## src/rtl/key_event_queue_pkg.sv

```systemverilog
// Shared types and constants for the key event queue: event record, FSM
// state encoding and the keycodes the rest of the design refers to.
package key_evt_pkg;

    // One queued key edge: press=1 for a key going down, 0 for it coming up.
    typedef struct packed {
        logic       press;
        logic [7:0] code;
    } key_evt_t;

    localparam int KEY_EVT_W = $bits(key_evt_t);

    typedef enum logic [1:0] {
        S_IDLE  = 2'd0,
        S_REL   = 2'd1,
        S_PRESS = 2'd2
    } kq_state_t;

    localparam logic [7:0] KEY_NONE  = 8'h00;
    localparam logic [7:0] KEY_ENTER = 8'h28;

    // Build an event record from its fields.
    function automatic key_evt_t make_evt(input logic press, input logic [7:0] code);
        key_evt_t evt;
        evt.press = press;
        evt.code  = code;
        return evt;
    endfunction

endpackage

```

## src/rtl/key_evt_fifo.sv

```systemverilog
// First-word-fall-through event FIFO. The head is visible combinationally
// while the FIFO is non-empty; a push into a full FIFO is accepted only when
// the head is popped in the same cycle, otherwise it is dropped and the
// sticky overflow flag is raised.
module key_evt_fifo
    import key_evt_pkg::*;
#(
    parameter int DEPTH = 8
) (
    input  logic                         clk_i,
    input  logic                         rst_ni,
    input  logic                         push_i,
    input  logic [KEY_EVT_W-1:0]         push_data_i,
    input  logic                         pop_i,
    output logic                         valid_o,
    output logic [KEY_EVT_W-1:0]         head_o,
    output logic                         full_o,
    output logic [$clog2(DEPTH+1)-1:0]   fill_level_o,
    output logic                         overflow_o
);

    localparam int AW = $clog2(DEPTH);
    localparam int LW = $clog2(DEPTH + 1);
    localparam logic [LW-1:0] FULL_CNT = LW'(DEPTH);

    // Small enough to live in distributed RAM, which gives the asynchronous
    // read needed for fall-through behaviour.
    logic [KEY_EVT_W-1:0] mem_q [DEPTH];

    logic [AW-1:0] wr_ptr_q, wr_ptr_d;
    logic [AW-1:0] rd_ptr_q, rd_ptr_d;
    logic [LW-1:0] count_q, count_d;
    logic          overflow_q, overflow_d;

    logic empty;
    logic full;
    logic pop_ok;
    logic push_ok;

    assign empty   = (count_q == '0);
    assign full    = (count_q == FULL_CNT);
    assign pop_ok  = pop_i && !empty;
    // A full FIFO still has room when its head leaves in the same cycle.
    assign push_ok = push_i && (!full || pop_ok);

    // Next-state for pointers, occupancy and the sticky drop flag.
    always_comb begin
        wr_ptr_d   = wr_ptr_q;
        rd_ptr_d   = rd_ptr_q;
        count_d    = count_q;
        overflow_d = overflow_q;
        if (push_ok) begin
            wr_ptr_d = wr_ptr_q + 1'b1;
        end
        if (pop_ok) begin
            rd_ptr_d = rd_ptr_q + 1'b1;
        end
        if (push_ok && !pop_ok) begin
            count_d = count_q + 1'b1;
        end else if (pop_ok && !push_ok) begin
            count_d = count_q - 1'b1;
        end
        if (push_i && !push_ok) begin
            overflow_d = 1'b1;
        end
    end

    // Control state registers; reset empties the FIFO and clears overflow.
    always_ff @(posedge clk_i or negedge rst_ni) begin
        if (!rst_ni) begin
            wr_ptr_q   <= '0;
            rd_ptr_q   <= '0;
            count_q    <= '0;
            overflow_q <= 1'b0;
        end else begin
            wr_ptr_q   <= wr_ptr_d;
            rd_ptr_q   <= rd_ptr_d;
            count_q    <= count_d;
            overflow_q <= overflow_d;
        end
    end

    // Storage write; contents need no reset because empty masks the head.
    always_ff @(posedge clk_i) begin
        if (push_ok) begin
            mem_q[wr_ptr_q] <= push_data_i;
        end
    end

    assign valid_o      = !empty;
    assign head_o       = empty ? '0 : mem_q[rd_ptr_q];
    assign full_o       = full;
    assign fill_level_o = count_q;
    assign overflow_o   = overflow_q;

endmodule

```

## src/rtl/key_event_queue.sv

```systemverilog
// Turns the raw keycode bus into debounced press/release events. A keycode
// is accepted once it has been sampled STABLE_CYCLES times in a row; each
// accepted change emits a release of the old key and/or a press of the new
// one into an event FIFO read over a valid/ready handshake.
module key_event_queue
    import key_evt_pkg::*;
#(
    parameter int STABLE_CYCLES = 4,
    parameter int DEPTH         = 8
) (
    input  logic                         Clk,
    input  logic                         Reset_n,
    input  logic [7:0]                   keycode,
    output logic                         ev_valid,
    input  logic                         ev_ready,
    output logic                         ev_press,
    output logic [7:0]                   ev_code,
    output logic                         key_held,
    output logic [7:0]                   held_code,
    output logic                         overflow,
    output logic [$clog2(DEPTH+1)-1:0]   fill_level
);

    localparam int CNT_W = (STABLE_CYCLES > 1) ? $clog2(STABLE_CYCLES) : 1;
    localparam logic [CNT_W-1:0] CNT_MAX = CNT_W'(STABLE_CYCLES - 1);

    logic [7:0]       cand_q, cand_d;
    logic [CNT_W-1:0] stab_cnt_q, stab_cnt_d;
    logic [7:0]       held_code_q;
    logic             key_held_q;
    logic [7:0]       rel_code_q;
    logic [7:0]       prs_code_q;
    kq_state_t        state_q;

    logic                 accept;
    logic                 push;
    key_evt_t             push_evt;
    logic [KEY_EVT_W-1:0] head_w;
    key_evt_t             head_evt;
    logic                 fifo_valid;
    logic                 fifo_full;

    // Stability counter: restart on any change, otherwise count up and hold
    // at the top so an accept deferred by a busy FSM is never lost.
    always_comb begin
        cand_d     = cand_q;
        stab_cnt_d = stab_cnt_q;
        if (keycode != cand_q) begin
            cand_d     = keycode;
            stab_cnt_d = '0;
        end else if (stab_cnt_q != CNT_MAX) begin
            stab_cnt_d = stab_cnt_q + 1'b1;
        end
    end

    // Accept on the edge whose sample completes the run of equal samples, so
    // a change seen first at edge k is accepted at edge k+STABLE_CYCLES-1.
    // keycode equals cand_d here, i.e. the candidate being accepted.
    assign accept = (stab_cnt_d == CNT_MAX) && (keycode != held_code_q) &&
                    (state_q == S_IDLE);

    // Filter registers.
    always_ff @(posedge Clk or negedge Reset_n) begin
        if (!Reset_n) begin
            cand_q     <= KEY_NONE;
            stab_cnt_q <= '0;
        end else begin
            cand_q     <= cand_d;
            stab_cnt_q <= stab_cnt_d;
        end
    end

    // Event sequencer: latch the old/new keycodes on accept, then emit the
    // release and/or press on the following cycles, one push per cycle.
    always_ff @(posedge Clk or negedge Reset_n) begin
        if (!Reset_n) begin
            state_q     <= S_IDLE;
            held_code_q <= KEY_NONE;
            key_held_q  <= 1'b0;
            rel_code_q  <= KEY_NONE;
            prs_code_q  <= KEY_NONE;
        end else begin
            case (state_q)
                S_IDLE: begin
                    if (accept) begin
                        held_code_q <= keycode;
                        key_held_q  <= (keycode != KEY_NONE);
                        rel_code_q  <= held_code_q;
                        prs_code_q  <= keycode;
                        // Nothing to release when no key was held before.
                        state_q     <= (held_code_q == KEY_NONE) ? S_PRESS : S_REL;
                    end
                end
                S_REL: begin
                    state_q <= (prs_code_q != KEY_NONE) ? S_PRESS : S_IDLE;
                end
                S_PRESS: begin
                    state_q <= S_IDLE;
                end
                default: begin
                    state_q <= S_IDLE;
                end
            endcase
        end
    end

    // Push is decoded straight from the state register, so it is glitch-free.
    assign push = (state_q == S_REL) || (state_q == S_PRESS);

    // Select the event for the current emitting state.
    always_comb begin
        if (state_q == S_REL) begin
            push_evt = make_evt(1'b0, rel_code_q);
        end else begin
            push_evt = make_evt(1'b1, prs_code_q);
        end
    end

    key_evt_fifo #(
        .DEPTH (DEPTH)
    ) u_fifo (
        .clk_i        (Clk),
        .rst_ni       (Reset_n),
        .push_i       (push),
        .push_data_i  (push_evt),
        .pop_i        (ev_ready),
        .valid_o      (fifo_valid),
        .head_o       (head_w),
        .full_o       (fifo_full),
        .fill_level_o (fill_level),
        .overflow_o   (overflow)
    );

    assign head_evt  = key_evt_t'(head_w);
    assign ev_valid  = fifo_valid;
    assign ev_press  = head_evt.press;
    assign ev_code   = head_evt.code;
    assign key_held  = key_held_q;
    assign held_code = held_code_q;

    // Full is only needed inside the FIFO; it is kept on the port list for
    // reuse of the FIFO elsewhere.
    logic unused_full;
    assign unused_full = fifo_full;

endmodule

```

## config.mk

```make
export PLATFORM = sky130hd
export DESIGN_NAME = key_event_queue
export DESIGN_NICKNAME = d
export VERILOG_FILES = /design/src/rtl/key_event_queue_pkg.sv /design/src/rtl/key_evt_fifo.sv /design/src/rtl/key_event_queue.sv
export SDC_FILE = /design/constraint.sdc
export NUM_CORES = 1
export LEC_CHECK = 0
export ABC_AREA = 1
export CAP_MARGIN = 30
export CORE_UTILIZATION = 50
export CTS_CLUSTER_SIZE = 30
export DETAILED_ROUTE_END_ITERATION = 7
export DONT_BUFFER_PORTS = 1
export GPL_TIMING_DRIVEN = 0
export PLACE_DENSITY = 0.67
export SYNTH_ARGS = -nofsm -noshare
export SYNTH_HDL_FRONTEND = slang
export SYNTH_SLANG_ARGS = --single-unit
```

## constraint.sdc

```tcl
create_clock -name Clk -period 3.5 [get_ports Clk]
set_input_delay 0.175 -clock Clk [delete_from_list [all_inputs] [get_ports Clk]]
set_output_delay 0.175 -clock Clk [all_outputs]
set_load 0.02 [all_outputs]
```

==> impl_metrics.csv <==
group,metric,value,unit
synth,synth_cells,483,
synth,netlist_area,5030,um2
outcome,run_status,"completed",
placement,place_ws,0.900,ns
clock_tree,root_buffer,"clkbuf_8",
clock_tree,cts_buffer_depth,2,
timing,report.final.slew_viol_count,0,
clock_tree,cts_made_buffers,9,
timing,holdWs,0.0574,ns
detailed_routing,vias,3293,
critical_path,cp_slowest_cell,"dfrtp_1",
critical_path,path_class,"register to register",
critical_path,crit_chain,"nor2_1 -> nand2_1 -> nor2_1 -> nor2_1 -> inv_1 -> ha_1 -> inv_1 -> ha_1 -> a21o_1 -> a21oi_1 -> nand2_1 -> nand2_1 -> nor2_1 -> xor2_1",
critical_path,worst_setup_path_end_kind,"register",
timing,period_minus_slack,2.61,ns
critical_path,path_buf_inv,2,
power,finalPower,3.75,mW
synth,synth.area.top_cells,"edfxtp_1, dfrtp_1, nor2_1, o21ai_0, nand2_1",
timing,tns,0,ns
detailed_routing,ant_nets,0,
timing,tightest_slew,1.02,ns
critical_path,critPathRequiredTime,3.74,ns
layout,mostFrequentLayoutCell,"nor2_1",
layout,drive_above_1_share,12.9,%
detailed_routing,vias_per_cell,5.11,
synth,yosysSeqAreaShare,62.9,%
global_route,grt_util_all_layers,20.7,%
synth,yosys_warnings,0,
critical_path,worstReg2RegStart,"u_fifo.fill_level_o[0]",
timing,layout_setup_ws,0.885,ns
timing,grt_setup_unrepaired,"no",
power,powerDensity,684,nW/um2
global_route,grt_pass1_wl,16000,um
timing,setup_violations,0,
placement,place.gp.congestion,0.815,
floorplan,coreArea,9770,um2
critical_path,crit_top_cell,"nor2_1",
floorplan,chipHeight,102,um
floorplan,pin_count,35,
timing,min_period_over_period,74.7,%
hold_path,hold_class,"input port to register",
global_route,grt-ovfl-total,0,
synth,ys_ff_latch,112,
floorplan,dieArea,10500,um2
power,p_leak,2.19,nW
layout,nets,525,
critical_path,crit_path_start,"u_fifo.fill_level_o[0]",
critical_path,worstSetupEndpoint,"u_fifo.fill_level_o[3]",
floorplan,start_util,51.5,%
timing,relSlewSlack,31.4,%
detailed_routing,dr.pass1.iters,4,
power,ir_drop,0.360,mV
clock_tree,cts_sinks,112,
timing,fin_skew,0.0106,ns
global_route,grt_max_degree,41,
clock_tree,clkTransAtPathRegs,0.09,ns
layout,antenna_cells,0,
detailed_routing,wl,9970,um
flow_run,max-cap-violations,0,
critical_path,arrival,2.86,ns
layout,final_cell_mix,"nor2_1, nand2_1, edfxtp_1",
synth,synth_top_area_share,43.0,%
clock_tree,worst_skew_pair.late_latency,0.37,ns
critical_path,cp.depth,14,
critical_path,path_delay_family,"simple AND/OR/NAND/NOR gates",
critical_path,r2r-end,"u_fifo.fill_level_o[3]",
critical_path,crit_path_max_fanout,5,
global_route,grt_pass1_vias,3139,
detailed_routing,wire_per_inst,15.5,um
detailed_routing,drc,0,
synth,avgSynthCellArea,10.4,um2
clock_tree,tritoncts,"yes",
critical_path,slowest_delay,0.57,ns
critical_path,critPathLaunchType,"register",
clock_tree,htree_levels,3,
clock_tree,postCtsSetupRepairBufs,0,
synth,synth_cell_types,29,
critical_path,reg2reg_depth,14,
timing,fmax,0.382,GHz
detailed_routing,drtIter0Drc,224,
timing,hold_violations,0,
layout,area_delta_synth_final,9.00,%
layout,n_fill_cell,878,
synth,synth_nets,502,
placement,io_buffers,0,
floorplan,rows,36,
global_route,antenna_found_initial,0,
synth,yosysTopAreaCell,"edfxtp_1",
critical_path,r2r_setup_slack,0.89,ns
placement,dpl.hpwl,6910,um
floorplan,fp.dieW,102,um
==> cells in the mapped netlist, drive strengths merged <==
| cell | number |
|---|---|
| o21ai | 73 |
| nand4 | 5 |
| clkbuf | 14 |
| dfrtp | 40 |
| o21bai | 1 |
| inv | 43 |
| ha | 7 |
| edfxtp | 72 |
| a21oi | 3 |
| a21o | 1 |
| fa | 1 |
| xor2 | 7 |
| nor2 | 80 |
| clkinv | 2 |
| o22ai | 9 |
| nor3 | 1 |
| dlygate4sd1 | 1 |
| nand3 | 4 |
| a31oi | 9 |
| or2 | 1 |
| nand2 | 91 |
| xnor2 | 9 |
| buf | 9 |
==> sequential cells by signal (all words and copies together) (netlist names), 2 cells and up <==
register / flops
u_fifo.rd_ptr_q: 3
u_fifo.mem_q: 72
state_q: 2
stab_cnt_q: 2
cand_q: 8
u_fifo.wr_ptr_q: 3
prs_code_q: 8
rel_code_q: 8
u_fifo.fill_level_o: 4
==> cell families after synthesis <==
logic type      Yosys count  share of synthesized area (%)
simple gates            182                           15.1
flops                   112                           62.9
compound gates           96                           11.2
buf+inv                  69                           5.84
xor+xnor                 16                           2.79
fa+ha+maj                 8                           2.14
==> tightest hold or removal path, stage by stage <==
cell and delay, ns:
inv_1 0.03, nand4_1 0.11, o21bai_1 0.07
==> how the worst min path moves through the flow <==
stage,startpoint,to,slack (ns),cells past startpoint
final,ev_ready,u_fifo.overflow_o,0.06,3
after global routing,ev_ready,u_fifo.overflow_o,0.06,3
after global placement,Reset_n,rel_code_q[4],-0.12,0
after detailed placement,Reset_n,rel_code_q[4],-0.12,0
after floorplan,Reset_n,cand_q[0],-0.12,0
after CTS,ev_ready,u_fifo.overflow_o,0.04,3
==> through the flow <==
stage	area (um2)	instances	util, %
CTS	5470	642	56.0
global placement	5200	616	53.2
detailed placement	5200	617	53.3
floorplan	5030	483	-
global route	5480	644	56.1
finish	5480	644	56.1
==> layer usage <==
layer  GRT usage (%)  share of wire [%]  up-vias
met1            27.8                 46     1560
li1                -                  -     1660
met2            34.0                 48       61
met5               0                  0        -
met4            7.25                1.3        0
met3            3.83                3.9       12
==> where the power goes <==
part | switching (mW) | leakage, nW | internal [mW] | total, mW
combinational | 0.961 | 0.906 | 0.401 | 1.36
sequential | 0.124 | 1.20 | 1.59 | 1.71
clock | 0.423 | 0.0820 | 0.255 | 0.678
total | 1.51 | 2.19 | 2.24 | 3.75
==> area by class of cell <==
| cell class | count | area (um2) | area share, % |
|---|---|---|---|
| plain buffers | 24 | 125 | 2.28 |
| clock buffers | 10 | 128 | 2.33 |
| clock inverters | 6 | 36.3 | 0.662 |
| inverters | 45 | 169 | 3.08 |
| multi-input cells | 302 | 1570 | 28.7 |
| flip-flops and latches | 112 | 3160 | 57.7 |
| well taps | 133 | 166 | 3.03 |
| repair buffers | 12 | 123 | 2.24 |
==> timing repair <==
item,4_1_cts,5_1_grt
hold endpoints to repair,54,0
hold buffers,9,0
gates resized for setup,0,0
(Power assumes the default switching activity.)
